[config.mk]
export PLATFORM = sky130hd
export DESIGN_NAME = io_config_loader
export DESIGN_NICKNAME = d
export VERILOG_FILES = /design/src/rtl/io_config_loader.sv
export SDC_FILE = /design/constraint.sdc
export NUM_CORES = 1
export LEC_CHECK = 0
export CAP_MARGIN = 20
export CORE_AREA = 2 2 122 100
export DETAILED_ROUTE_END_ITERATION = 8
export DIE_AREA = 0 0 124 102
export DONT_BUFFER_PORTS = 1
export PLACE_DENSITY = 0.71
export SLEW_MARGIN = 20
export SYNTH_ARGS = -nofsm -noshare
export SYNTH_HDL_FRONTEND = slang
export SYNTH_SLANG_ARGS = --single-unit
[constraint.sdc]
create_clock -name clock -period 4.5 [get_ports clock]
set_clock_uncertainty 0.1 [all_clocks]
set_input_delay 0.9 -clock clock [delete_from_list [all_inputs] [get_ports clock]]
set_output_delay 0.9 -clock clock [all_outputs]
set_load 0.1 [all_outputs]
[src/rtl/io_config_loader.sv]
// Byte-stream configuration loader for one IO line: assembles words in a shadow
// register and commits them atomically to config_out. Optional CRC-8 trailer: IO_CONFIG_CRC_EN.
module io_config_loader #(
  parameter int CONFIG_WIDTH = 72,
  parameter int WORD_WIDTH   = 8
) (
  input  logic                    clock,
  input  logic                    reset,
  input  logic                    start,
  input  logic                    cfg_valid,
  output logic                    cfg_ready,
  input  logic [WORD_WIDTH-1:0]   cfg_data,
  input  logic                    cfg_last,
  output logic [CONFIG_WIDTH-1:0] config_out,
  output logic                    done,
  output logic                    error
);

  localparam int NUM_WORDS = (CONFIG_WIDTH + WORD_WIDTH - 1) / WORD_WIDTH;
  localparam int CNT_W     = $clog2(NUM_WORDS + 1);
  localparam logic [CNT_W-1:0] LAST_DATA = CNT_W'(NUM_WORDS - 1);

  typedef enum logic [2:0] {
    S_IDLE,
    S_LOAD,
    S_COMMIT,
    S_DONE,
    S_ERROR
  } state_e;

  state_e                          state_q, state_d;
  logic [CNT_W-1:0]                cnt_q, cnt_d;
  logic [NUM_WORDS*WORD_WIDTH-1:0] shadow_flat;
  logic [CONFIG_WIDTH-1:0]         config_q;
  logic                            restart;
  logic                            data_wr;

  // start is ignored only while the commit is in flight
  assign restart = start && (state_q != S_COMMIT);
  assign data_wr = (state_q == S_LOAD) && cfg_valid && !start && (cnt_q <= LAST_DATA);

`ifdef IO_CONFIG_CRC_EN
  localparam logic [CNT_W-1:0] CRC_IDX = CNT_W'(NUM_WORDS);

  logic [7:0] crc_q;
  logic       crc_match;

  function automatic logic [7:0] crc_step(input logic [7:0] crc_in,
                                          input logic [WORD_WIDTH-1:0] d);
    logic [7:0] c;
    logic       fb;
    c = crc_in;
    for (int i = WORD_WIDTH - 1; i >= 0; i--) begin
      fb = c[7] ^ d[i];
      c  = {c[6:0], 1'b0} ^ (fb ? 8'h07 : 8'h00);
    end
    return c;
  endfunction

  assign crc_match = (cfg_data[7:0] == crc_q);

  always_ff @(posedge clock) begin
    if (reset || restart) begin
      crc_q <= 8'h00;
    end else if (data_wr) begin
      crc_q <= crc_step(crc_q, cfg_data);
    end
  end
`endif

  always_comb begin
    state_d   = state_q;
    cnt_d     = cnt_q;
    cfg_ready = (state_q == S_LOAD);
    case (state_q)
      S_IDLE, S_DONE, S_ERROR: begin
        if (start) begin
          state_d = S_LOAD;
          cnt_d   = '0;
        end
      end
      S_LOAD: begin
        if (start) begin
          cnt_d = '0;
        end else if (cfg_valid) begin
          cnt_d = cnt_q + 1'b1;
`ifdef IO_CONFIG_CRC_EN
          if (cnt_q == CRC_IDX) begin
            state_d = (cfg_last && crc_match) ? S_COMMIT : S_ERROR;
          end else if (cfg_last) begin
            state_d = S_ERROR;
          end
`else
          if (cnt_q == LAST_DATA) begin
            state_d = cfg_last ? S_COMMIT : S_ERROR;
          end else if (cfg_last) begin
            state_d = S_ERROR;
          end
`endif
        end
      end
      S_COMMIT: state_d = S_DONE;
      default:  state_d = S_IDLE;
    endcase
  end

  always_ff @(posedge clock) begin
    if (reset) begin
      state_q  <= S_IDLE;
      cnt_q    <= '0;
      config_q <= '0;
    end else begin
      state_q <= state_d;
      cnt_q   <= cnt_d;
      if (state_q == S_COMMIT) begin
        config_q <= shadow_flat[CONFIG_WIDTH-1:0];
      end
    end
  end

  // one register per word slot; bits beyond CONFIG_WIDTH are dropped at commit
  for (genvar gi = 0; gi < NUM_WORDS; gi++) begin : g_slot
    logic [WORD_WIDTH-1:0] slot_q;
    always_ff @(posedge clock) begin
      if (reset || restart) begin
        slot_q <= '0;
      end else if (data_wr && (cnt_q == CNT_W'(gi))) begin
        slot_q <= cfg_data;
      end
    end
    assign shadow_flat[gi*WORD_WIDTH +: WORD_WIDTH] = slot_q;
  end

  assign config_out = config_q;
  assign done       = (state_q == S_DONE);
  assign error      = (state_q == S_ERROR);

endmodule

==> impl_metrics.json <==
{
  "outcome": "finished, final reports clean",
  "antennaDiodeCount": 0,
  "drv_slew": 0,
  "finalNetCount": 628,
  "die_h_microns": 102,
  "maxSlewHeadroom_pct": 24.9,
  "power.leakage_uw": 0.00244,
  "period_share_pct": 66.0,
  "finalHoldViolations": 0,
  "crit_required_ns": 3.50,
  "start_util_pct": 49.3,
  "hpwlAfterDp_mm": 8.19,
  "hold_buffers": 0,
  "grt_pass1_vias": 4081,
  "gr-usage-all-layers_pct": 21.0,
  "syn-instance-count": 634,
  "synth-xor-area-share_pct": 0.156,
  "synth_edf_count": 0,
  "clk_latency_ns": 0.41,
  "end_kind": "primary output",
  "port_buffers": 0,
  "synth_compound_area_share_pct": 9.39,
  "maxCapViolCount": 0,
  "cts_tree": "built",
  "wl_per_cell_microns": 16.4,
  "arrival_ns": 1.97,
  "htreeDepth": 4,
  "seq_area_frac_synth_pct": 53.9,
  "finalWorstSetupSlack_ns": 1.53,
  "final_common_cell": "nand2_1",
  "std_cell_rows": 35,
  "clock-root-buffer": "clkbuf_16",
  "cp-start-kind": "flip-flop",
  "core_sq_um": 11400,
  "vdd_ir_drop_max_mv": 0.260,
  "synthAdderAreaFrac_pct": 0.892,
  "crit_buf_inv": 0,
  "cp_cell_sequence": "and2b_1 > and2_1",
  "ys_async_sr_fraction_pct": 0,
  "fill_cells": 1017,
  "critical-path-slowest-cell": "and2_1",
  "io_pins": 88,
  "syn_area_sq_um": 5610,
  "hold_class": "flip-flop to flip-flop",
  "grt_max_degree": 80,
  "cts_resized": 0,
  "ant_nets": 0,
  "final_cell_mix": "nand2_1 (165), dfxtp_1 (151), a21oi_1 (90), nor2_1 (61), mux2i_1 (56)",
  "fp.dieW_microns": 124,
  "path_class": "flip-flop to primary output",
  "utilization_pct": 54.6,
  "synth.net_count": 651,
  "via_per_inst": 5.37,
  "routed_wl_mm": 12.6,
  "synth-simple-area-share_pct": 21.8,
  "synth.top_cell.area_share_pct": 53.9,
  "max_stage_delay_ns": 0.80,
  "post-route-cell-area_sq_um": 6220,
  "cts_buffers": 17,
  "drc": 0,
  "pwr_density_cell_nw_per_um2": 451,
  "drt_iter0_drc": 218,
  "grt_pass1_wl_mm": 20.4,
  "ys_types": 34,
  "setup_viol": 0,
  "place_ws_ns": 1.99,
  "rsz0062_at_grt": "false",
  "fmax_ghz": 0.337,
  "drt-pass1-iter-count": 4,
  "yosysTopAreaCell": "dfxtp_1",
  "ys_seq_elements": 151,
  "cts.sinks": 151,
  "yosys_warnings": 0,
  "critPathTopFamily": "simple AND/OR/NAND/NOR gates",
  "tns_ns": 0,
  "cts_setup_buffers": 0,
  "syn_avg_cell_area_sq_um": 8.85,
  "synth_mux_area_share_pct": 10.0,
  "clk_pin_slew_ns": 0.06,
  "die-area_sq_um": 12600,
  "dr_total_vias": 4122,
  "clockBufferDepth": 2,
  "min_period_ns": 2.97,
  "tightest_slew_ns": 1.13,
  "gp_congestion": 0.829,
  "synth-main-ff-cell": "dfxtp_1",
  "antenna_found_initial": 0,
  "whs_ns": 0.341,
  "gr-total-overflow": 0,
  "layout-drive-gt1-share_pct": 7.74,
  "synth_top_family_by_area": "simple AND/OR/NAND/NOR gates",
  "place_area_sq_um": 5620,
  "crit_fanout": 9,
  "synth_area_leaders": "dfxtp_1 (54%), nand2_1 (11%), mux2i_1 (10%)",
  "synthToLayoutAreaGrowth_pct": 10.9
}
==> kinds of logic after synthesis <==
| group | count (synthesis) |
|---|---|
| adders and majority gates | 4 |
| xor gates and xnor gates | 1 |
| muxes | 56 |
| DFF | 151 |
| AOI/OAI and AO/OA | 100 |
| buffers and inverters | 48 |
| and+or+nand+nor | 274 |
==> worst paths after layout <==
check | start | endpoint | slack, ns | cells past startpoint
max reg2reg | state_q[0]$_SDFFE_PP0P_ | cnt_q[2]$_SDFFE_PP0P_ | 2.02 | 4
max | state_q[0]$_SDFFE_PP0P_ | done | 1.53 | 2
min | g_slot[3].slot_q[0]$_SDFFE_PP0P_ | config_out[24]$_SDFFE_PP0P_ | 0.34 | 2
min reg2reg | g_slot[3].slot_q[0]$_SDFFE_PP0P_ | config_out[24]$_SDFFE_PP0P_ | 0.34 | 2
==> report_power, final <==
part / switching [uW] / leakage (uW) / internal, uW
Sequential: 3.10 / 0.00122 / 1340
Clock: 513 / 0.000286 / 903
Combinational: 34.6 / 0.000938 / 12.8
==> final cells by class <==
type,count,area [sq um],share of cell area (%)
sequential,151,3020,48.6
multi-input combinational,435,2390,38.4
clock buffer,20,467,7.51
tap,148,185,2.98
clock inverter,8,124,1.99
timing repair buffer,3,22.5,0.362
inverter,3,11.3,0.181
==> metrics by stage <==
step,std cells,total power (uW)
3_3_place_gp,740,1420
5_1_grt,768,2880
4_1_cts,768,2820
2_1_floorplan,634,1430
3_5_place_dp,740,1420
6_report,768,2810
==> metal layers <==
layer	track usage [%]	share of wire (%)	up-vias
li1	-	-	2043
met1	25.4	45	1937
met2	35.2	47	117
met3	6.08	6.4	25
met4	8.73	1.7	0
met5	0	0	-
==> Yosys cell counts (2+ instances only) <==
master / count
ha_1: 4
nand3_1: 24
a21oi_1: 90
nand4_2: 2
inv_1: 3
nor2b_1: 2
clkbuf_1: 20
nand3_4: 2
and4bb_2: 2
mux2i_1: 56
buf_4: 2
nand3_2: 3
o21ai_0: 4
nor2_1: 61
dfxtp_1: 151
nand2_1: 166
buf_2: 23
and2_1: 3
==> tightest hold or removal path: stages, from the launching register on <==
cell and delay, ns:
dfxtp_1 0.31, nand2_1 0.05, a21oi_1 0.05
==> flip-flops by register name, indices dropped and copies added (netlist names) <==
signal	count
cnt_q	4
config_out	72
g_slot.slot_q	72
state_q	3
(Power assumes the default switching activity.)
